[src/rtl/udcounter_driver.sv]
// Drives cascaded 74193-style up/down counters (clear/load/inc/dec) and tracks a shadow count.
// Latency: accept -> ASSERT next cycle; busy PULSE_LOW+PULSE_HIGH+1 cycles; all outputs registered.
// Backpressure: cmd_ready high only in IDLE; inputs are ignored while an operation is in flight.
module udcounter_driver #(
  parameter int WIDTH      = 8,
  parameter int PULSE_LOW  = 1,
  parameter int PULSE_HIGH = 1
) (
  input  logic             clk,
  input  logic             reset,
  input  logic             cmd_valid,
  input  logic [1:0]       cmd_op,
  input  logic [WIDTH-1:0] cmd_data,
  output logic             cmd_ready,
  output logic             cnt_cpu,
  output logic             cnt_cpd,
  output logic             cnt_pl,
  output logic             cnt_mr,
  output logic [WIDTH-1:0] cnt_d,
  input  logic [WIDTH-1:0] cnt_q,
  output logic [WIDTH-1:0] shadow,
  output logic             carry,
  output logic             borrow,
  output logic             op_done,
  output logic             mismatch
);

  typedef enum logic [1:0] {IDLE, ASSERT, RELEASE, CHECK} state_t;

  localparam logic [1:0]  OP_CLR  = 2'b00;
  localparam logic [1:0]  OP_LOAD = 2'b01;
  localparam logic [1:0]  OP_INC  = 2'b10;
  localparam logic [1:0]  OP_DEC  = 2'b11;
  localparam logic [15:0] LOW_LAST  = 16'(PULSE_LOW - 1);
  localparam logic [15:0] HIGH_LAST = 16'(PULSE_HIGH - 1);

  state_t           state, state_nx;
  logic [15:0]      tmr, tmr_nx;
  logic [1:0]       op_q, op_nx;
  logic [WIDTH-1:0] d_nx, shadow_nx;
  logic             carry_nx, borrow_nx, mismatch_nx;
  logic             cpu_nx, cpd_nx, pl_nx, mr_nx, ready_nx, done_nx;

  // Next-state, shadow arithmetic and registered-pin targets derived from the next state.
  always_comb begin
    state_nx    = state;
    tmr_nx      = tmr;
    op_nx       = op_q;
    d_nx        = cnt_d;
    shadow_nx   = shadow;
    carry_nx    = carry;
    borrow_nx   = borrow;
    mismatch_nx = mismatch;
    case (state)
      IDLE: begin
        if (cmd_valid && cmd_ready) begin
          state_nx  = ASSERT;
          tmr_nx    = '0;
          op_nx     = cmd_op;
          carry_nx  = 1'b0;
          borrow_nx = 1'b0;
          // cnt_d only moves on a load so it never glitches under other ops
          if (cmd_op == OP_LOAD) d_nx = cmd_data;
        end
      end
      ASSERT: begin
        if (tmr == LOW_LAST) begin
          state_nx = RELEASE;
          tmr_nx   = '0;
          // Shadow follows the counter on the releasing (rising) edge
          case (op_q)
            OP_CLR:  shadow_nx = '0;
            OP_LOAD: shadow_nx = cnt_d;
            OP_INC: begin
              shadow_nx = shadow + WIDTH'(1);
              carry_nx  = &shadow;
            end
            default: begin
              shadow_nx = shadow - WIDTH'(1);
              borrow_nx = ~|shadow;
            end
          endcase
        end else begin
          tmr_nx = tmr + 16'd1;
        end
      end
      RELEASE: begin
        if (tmr == HIGH_LAST) begin
          state_nx = CHECK;
          tmr_nx   = '0;
        end else begin
          tmr_nx = tmr + 16'd1;
        end
      end
      default: begin
        state_nx = IDLE;
        if (cnt_q != shadow) mismatch_nx = 1'b1;
      end
    endcase
    // Exactly one pin active during ASSERT, chosen by the latched op
    cpu_nx   = !((state_nx == ASSERT) && (op_nx == OP_INC));
    cpd_nx   = !((state_nx == ASSERT) && (op_nx == OP_DEC));
    pl_nx    = !((state_nx == ASSERT) && (op_nx == OP_LOAD));
    mr_nx    =  ((state_nx == ASSERT) && (op_nx == OP_CLR));
    ready_nx =  (state_nx == IDLE);
    done_nx  =  (state_nx == CHECK);
  end

  // State and output registers; reset holds the counters cleared and aborts any pulse.
  always_ff @(posedge clk) begin
    if (reset) begin
      state     <= IDLE;
      tmr       <= '0;
      op_q      <= OP_CLR;
      cnt_d     <= '0;
      shadow    <= '0;
      carry     <= 1'b0;
      borrow    <= 1'b0;
      mismatch  <= 1'b0;
      cnt_cpu   <= 1'b1;
      cnt_cpd   <= 1'b1;
      cnt_pl    <= 1'b1;
      cnt_mr    <= 1'b1;
      cmd_ready <= 1'b0;
      op_done   <= 1'b0;
    end else begin
      state     <= state_nx;
      tmr       <= tmr_nx;
      op_q      <= op_nx;
      cnt_d     <= d_nx;
      shadow    <= shadow_nx;
      carry     <= carry_nx;
      borrow    <= borrow_nx;
      mismatch  <= mismatch_nx;
      cnt_cpu   <= cpu_nx;
      cnt_cpd   <= cpd_nx;
      cnt_pl    <= pl_nx;
      cnt_mr    <= mr_nx;
      cmd_ready <= ready_nx;
      op_done   <= done_nx;
    end
  end

endmodule

[config.mk]
export PLATFORM = sky130hd
export DESIGN_NAME = udcounter_driver
export DESIGN_NICKNAME = d
export VERILOG_FILES = /design/src/rtl/udcounter_driver.sv
export SDC_FILE = /design/constraint.sdc
export NUM_CORES = 1
export LEC_CHECK = 0
export BUFFER_PORTS_ARGS = -buffer_cell sky130_fd_sc_hd__buf_4
export CORE_AREA = 2 2 69 71
export CTS_BUF_LIST = sky130_fd_sc_hd__clkbuf_16
export CTS_CLUSTER_SIZE = 10
export DETAILED_ROUTE_END_ITERATION = 8
export DIE_AREA = 0 0 71 73
export HOLD_SLACK_MARGIN = 0.05
export PLACE_DENSITY = 0.84
export SLEW_MARGIN = 20
export SYNTH_ARGS = -nofsm -noshare
export SYNTH_HDL_FRONTEND = slang
export SYNTH_SLANG_ARGS = --single-unit
[constraint.sdc]
create_clock -name clk -period 4.1 [get_ports clk]
set_input_delay 0.82 -clock clk [delete_from_list [all_inputs] [get_ports clk]]
set_output_delay 0.82 -clock clk [all_outputs]
set_load 0.01 [all_outputs]
# Yosys cells after proc, flatten, opt, wreduce, memory -nomap -nowiden
# Cells that the tools add are included.
# op_classes
n_addsub	3
eq_ne	15
n_mux	17
n_bitwise	1
reduce_logical	27
# ops
operator	n
$mux W16	2
$pmux W16 S2	1
$pmux W8 S3	1
$add A16 B1 Y16 const B	1
$logic_not A16 Y1	1
$eq A2 B1 Y1 const B	5
$eq A2 B2 Y1 const B	5
$mux W2	5
$add A8 B1 Y8 const B	1
$logic_not A2 Y1	4
$ne A8 B8 Y1	1
$reduce_and A4 Y1	2
$reduce_and A8 Y1	1
$reduce_or A8 Y1	1
$sub A8 B1 Y8 const B	1
$ne A2 B2 Y1 const B	3
$pmux W2 S3	1
$reduce_and A2 Y1	3
$reduce_or A3 Y1	2
$logic_and A1 B1 Y1	5
$mux W1	5
$logic_not A1 Y1	4
$pmux W1 S2	2
$reduce_bool A2 Y1	2
4 further kinds	4
# totals
regBits	45
in_bits	21
output_inout_bits	25
elab_cells	77

# Logic depth before layout (Yosys ltp)
# logic_depth
ltp_word	6
depth_mapped	9

# Worst setup path before layout
# No wires, ideal clock.
# synth_timing
kind	reg2reg
start	reg tmr[0]
end	reg cnt_pl
setup_time_ns	0.131
t_arrival_ns	2.219
required_ns	3.969
slack_ns	1.750
stages_incl_launch_ff	8
path_buffers	0
period_less_slack_ns	2.350
cell_sequence	dfxtp_1 inv_1 ha_1 or4b_4 or4_4 a221o_1 nor4_4 nand3_1
# synth_via
elab_chain_cells	6
word_cells_on_any_way	7
# synth_lines
item	line	text
start, declared	38	logic [15:0] tmr, tmr_nx;
start signal, assigned	128	tmr <= tmr_nx;
$logic_not A16 Y1 (*)	67, 88	
$mux W2, on equally long branches	88, 67	
$pmux W2 S3 (*)	54	case (state)
$eq A2 B1 Y1 (*)	103	pl_nx = !((state_nx == ASSERT) && (op_nx == OP_LOAD));
$logic_and A1 B1 Y1 (*)	103	
$logic_not A1 Y1 (*)	103	
end signal, assigned	137	cnt_pl <= pl_nx;
end, declared	17	output logic cnt_pl,
# Every way passes the cells marked *; elsewhere a longest branch is shown, timed or not.
# A chain may end at the register's enable or synchronous reset.

# Final worst setup path
# layout_timing
start	reg op_q[1]
end	reg shadow[6]
# layout_via
elab_chain_cells	2
word_cells_on_any_way	4
# layout_lines
item	line	text
start, declared	39	logic [1:0] op_q, op_nx;
start signal, assigned	129	op_q <= op_nx;
$eq A2 B2 Y1 (tied with other cells)	71	case (op_q)
$pmux W8 S3 (*)	71	
end signal, assigned	131	shadow <= shadow_nx;
end, declared	21	output logic [WIDTH-1:0] shadow,
# Marked as above.

==> qor.yml <==
grt_max_degree: 37
netlist_area_mm2: 0.00254
io_pins: 46
hold_start: "tmr[8]"
status: "completed"
avgViaCountPerCell: 5.97
place_area_mm2: 0.00291
ys_types: 56
cts-htree-levels: 2
critical_path_class: "flop to flop"
setup_viol: 0
worstSkewPairLatency_ns: 0.29
drt-total-wl_um: 6020
fp.coreArea_mm2: 0.00454
fmax_ghz: 0.375
ys_ff_latch: 45
holdPathStages: 2
synth_edf_count: 0
hpwl_um: 4320
slew_headroom_pct: 51.4
static-leakage-power_nw: 1.23
area_growth_pct: 20.6
critPathSlowestCell: "dfxtp_1"
die_w_um: 71
grt_pass1_vias: 2154
grt_usage_pct: 23.7
rsz0062_at_grt: "false"
cp-end-kind: "flop"
synth_fp_nets: 332
grt_antenna_before_repair: 0
cts_tree: "built"
cts_made_buffers: 5
worstMarginPinSlew_ns: 0.722
via_count: 2357
rows: 25
dieArea_mm2: 0.00518
setup-tns-final_ns: 0
overflow: 0
routedWlPerCell_um: 15.2
min_period_ns: 2.66
rrSetupSlack_ns: 1.44
drive_gt1_share_pct: 19.1
worst_setup_path_start_kind: "flop"
final_cell_count_no_fill: 395
vdd_drop_max_mv: 0.246
start_util_pct: 56.0
post_cts_buffers: 0
final_common_cell: "buf_4"
clock_sinks: 45
async_flop_share_pct: 0
num_antenna_cells: 0
slew_viol_final: 0
gp_congestion: 0.909
holdBufCountCts: 0
drv_cap: 0
cts-resized-gates: 0
avgSynthCellArea_um2: 8.52
nets: 374
dpl.cell_count: 387
path_buf_inv: 0
dr.pass1.iters: 4
cp_data_arrival_time_ns: 2.86
min_period_over_period_pct: 65.0
r2r_start: "op_q[1]"
die_y_um: 73
synth_ff_type: "dfxtp_1"
drc: 0
p_per_area_mw_per_mm2: 571
cts_max_path_buffers: 2
clk_pin_slew_ns: 0.07
port_buffers: 45
yosysWarnings: 0
final_antenna_net_count: 0
crit_chain: "nand2b_1 > fa_1 > a21o_1 > a21o_1 > a2111oi_0 > a31oi_1 > a311oi_1"
design_area_mm2: 0.00306
yosysSeqAreaShare_pct: 35.5
cp_common_cell: "a21o_1"
clock_skew_ns: 0.00782
ctsRootBufferMaster: "clkbuf_16"
slowest_delay_ns: 0.65
finalHoldViolCount: 0
netlist_instances: 298
worstHoldPathType: "flop to flop"
r2r.worst_path.cells: 7
cp_data_required_time_ns: 4.30
min_to: "tmr[8]"
cp_max_fo: 16
crit_family: "compound AO/OA/AOI/OAI gates"
final_cell_mix: "buf_4, dfxtp_1, nor2_1, nand2_1, a21oi_1"
grt_pass1_wl_um: 9740
drtIter0Drc: 147
r2r-end: "shadow[6]"
-- cell type report --
cell class	instances	area (um^2)
tap	54	67.6
clock inverter	3	25.0
clock buffer	5	125
sequential	45	901
timing repair buffer	47	353
fill	372	1470
inverter	10	37.5
multi-input combinational	231	1550
-- power by group --
part	switching [mW]	leakage (nW)	internal [mW]	total [mW]
sequential	0.0819	0.365	0.493	0.575
combinational	0.435	0.792	0.331	0.766
clock	0.179	0.0704	0.229	0.408
-- registers in the layout (all words and copies together), names as in the netlist --
| signal | flops |
|---|---|
| cnt_cpd | 1 |
| cmd_ready | 1 |
| cnt_pl | 1 |
| cnt_cpu | 1 |
| shadow | 8 |
| cnt_mr | 1 |
| tmr | 16 |
| borrow | 1 |
| op_done | 1 |
| carry | 1 |
| state | 2 |
| op_q | 2 |
| cnt_d | 8 |
| mismatch | 1 |
-- metal layers --
metal,vias up,part of all wire (%),track usage [%]
li1,1172,-,-
met1,1081,43,29.0
met2,93,48,41.0
met3,11,6.8,4.70
met4,0,2.0,9.85
met5,-,0,0
-- worst max path at each step --
stage                        from         to  slack [ns]  cells past startpoint
after global placement    op_q[1]  shadow[6]        1.60                      7
after detailed placement  op_q[1]  shadow[6]        1.51                      7
final                     op_q[1]  shadow[6]        1.44                      7
after global routing      op_q[1]  shadow[6]        1.14                      7
after CTS                 op_q[1]  shadow[6]        1.49                      7
after floorplan            tmr[0]     cnt_pl        1.75                      7
-- through the flow --
step / hold WS (ns) / utilization, % / power, mW / setup slack (ns)
after floorplan: 0.444 / - / 1.12 / 1.75
after global placement: 0.458 / 64.2 / 1.32 / 1.60
after detailed placement: 0.473 / 64.2 / 1.33 / 1.51
after CTS: 0.482 / 67.5 / 1.75 / 1.49
after global routing: 0.503 / 67.5 / 1.85 / 1.14
final: 0.482 / 67.5 / 1.75 / 1.44
-- cell families after synthesis --
| kind of cell | Yosys count | share of synthesized area [%] |
|---|---|---|
| adder cells (fa/ha/maj) | 13 | 6.70 |
| AO/OA/AOI/OAI | 69 | 18.1 |
| buffers and inverters | 22 | 3.35 |
| XOR/XNOR | 21 | 7.24 |
| multiplexers | 12 | 4.78 |
| flip-flops | 45 | 35.5 |
| AND/OR/NAND/NOR | 116 | 24.3 |
-- Yosys cell counts, types with 2 or more instances --
cell type	number	area share (%)
a211oi_1	7	2.1
a21o_1	6	1.8
a21oi_1	18	3.5
a22oi_1	4	1.2
a31oi_1	4	0.99
and3_1	3	0.74
buf_1	2	0.30
buf_2	2	0.39
clkbuf_1	8	1.2
dfxtp_1	45	35
ha_1	12	5.9
inv_1	10	1.5
mux2i_1	11	4.3
nand2_1	20	3.0
nand2b_1	5	1.2
nand3_1	13	2.6
nand4_1	5	1.2
nand4b_1	2	0.69
nor2_1	33	4.9
nor2b_1	2	0.49
nor3_1	7	1.4
nor3b_1	2	0.59
nor4_1	9	2.2
o21ai_0	8	1.6
o21ai_1	3	0.59
o21bai_1	2	0.59
o41ai_1	2	0.69
or2_2	2	0.49
or3_1	4	0.99
or4_4	2	0.89
xnor2_1	4	1.4
xor2_1	17	5.9
-- tightest hold or removal path: stages (launching register included) --
cell,delay (ns)
dfxtp_1,0.33
nand2_1,0.06
a21oi_1,0.05
Power figures use the tool's default switching activity.
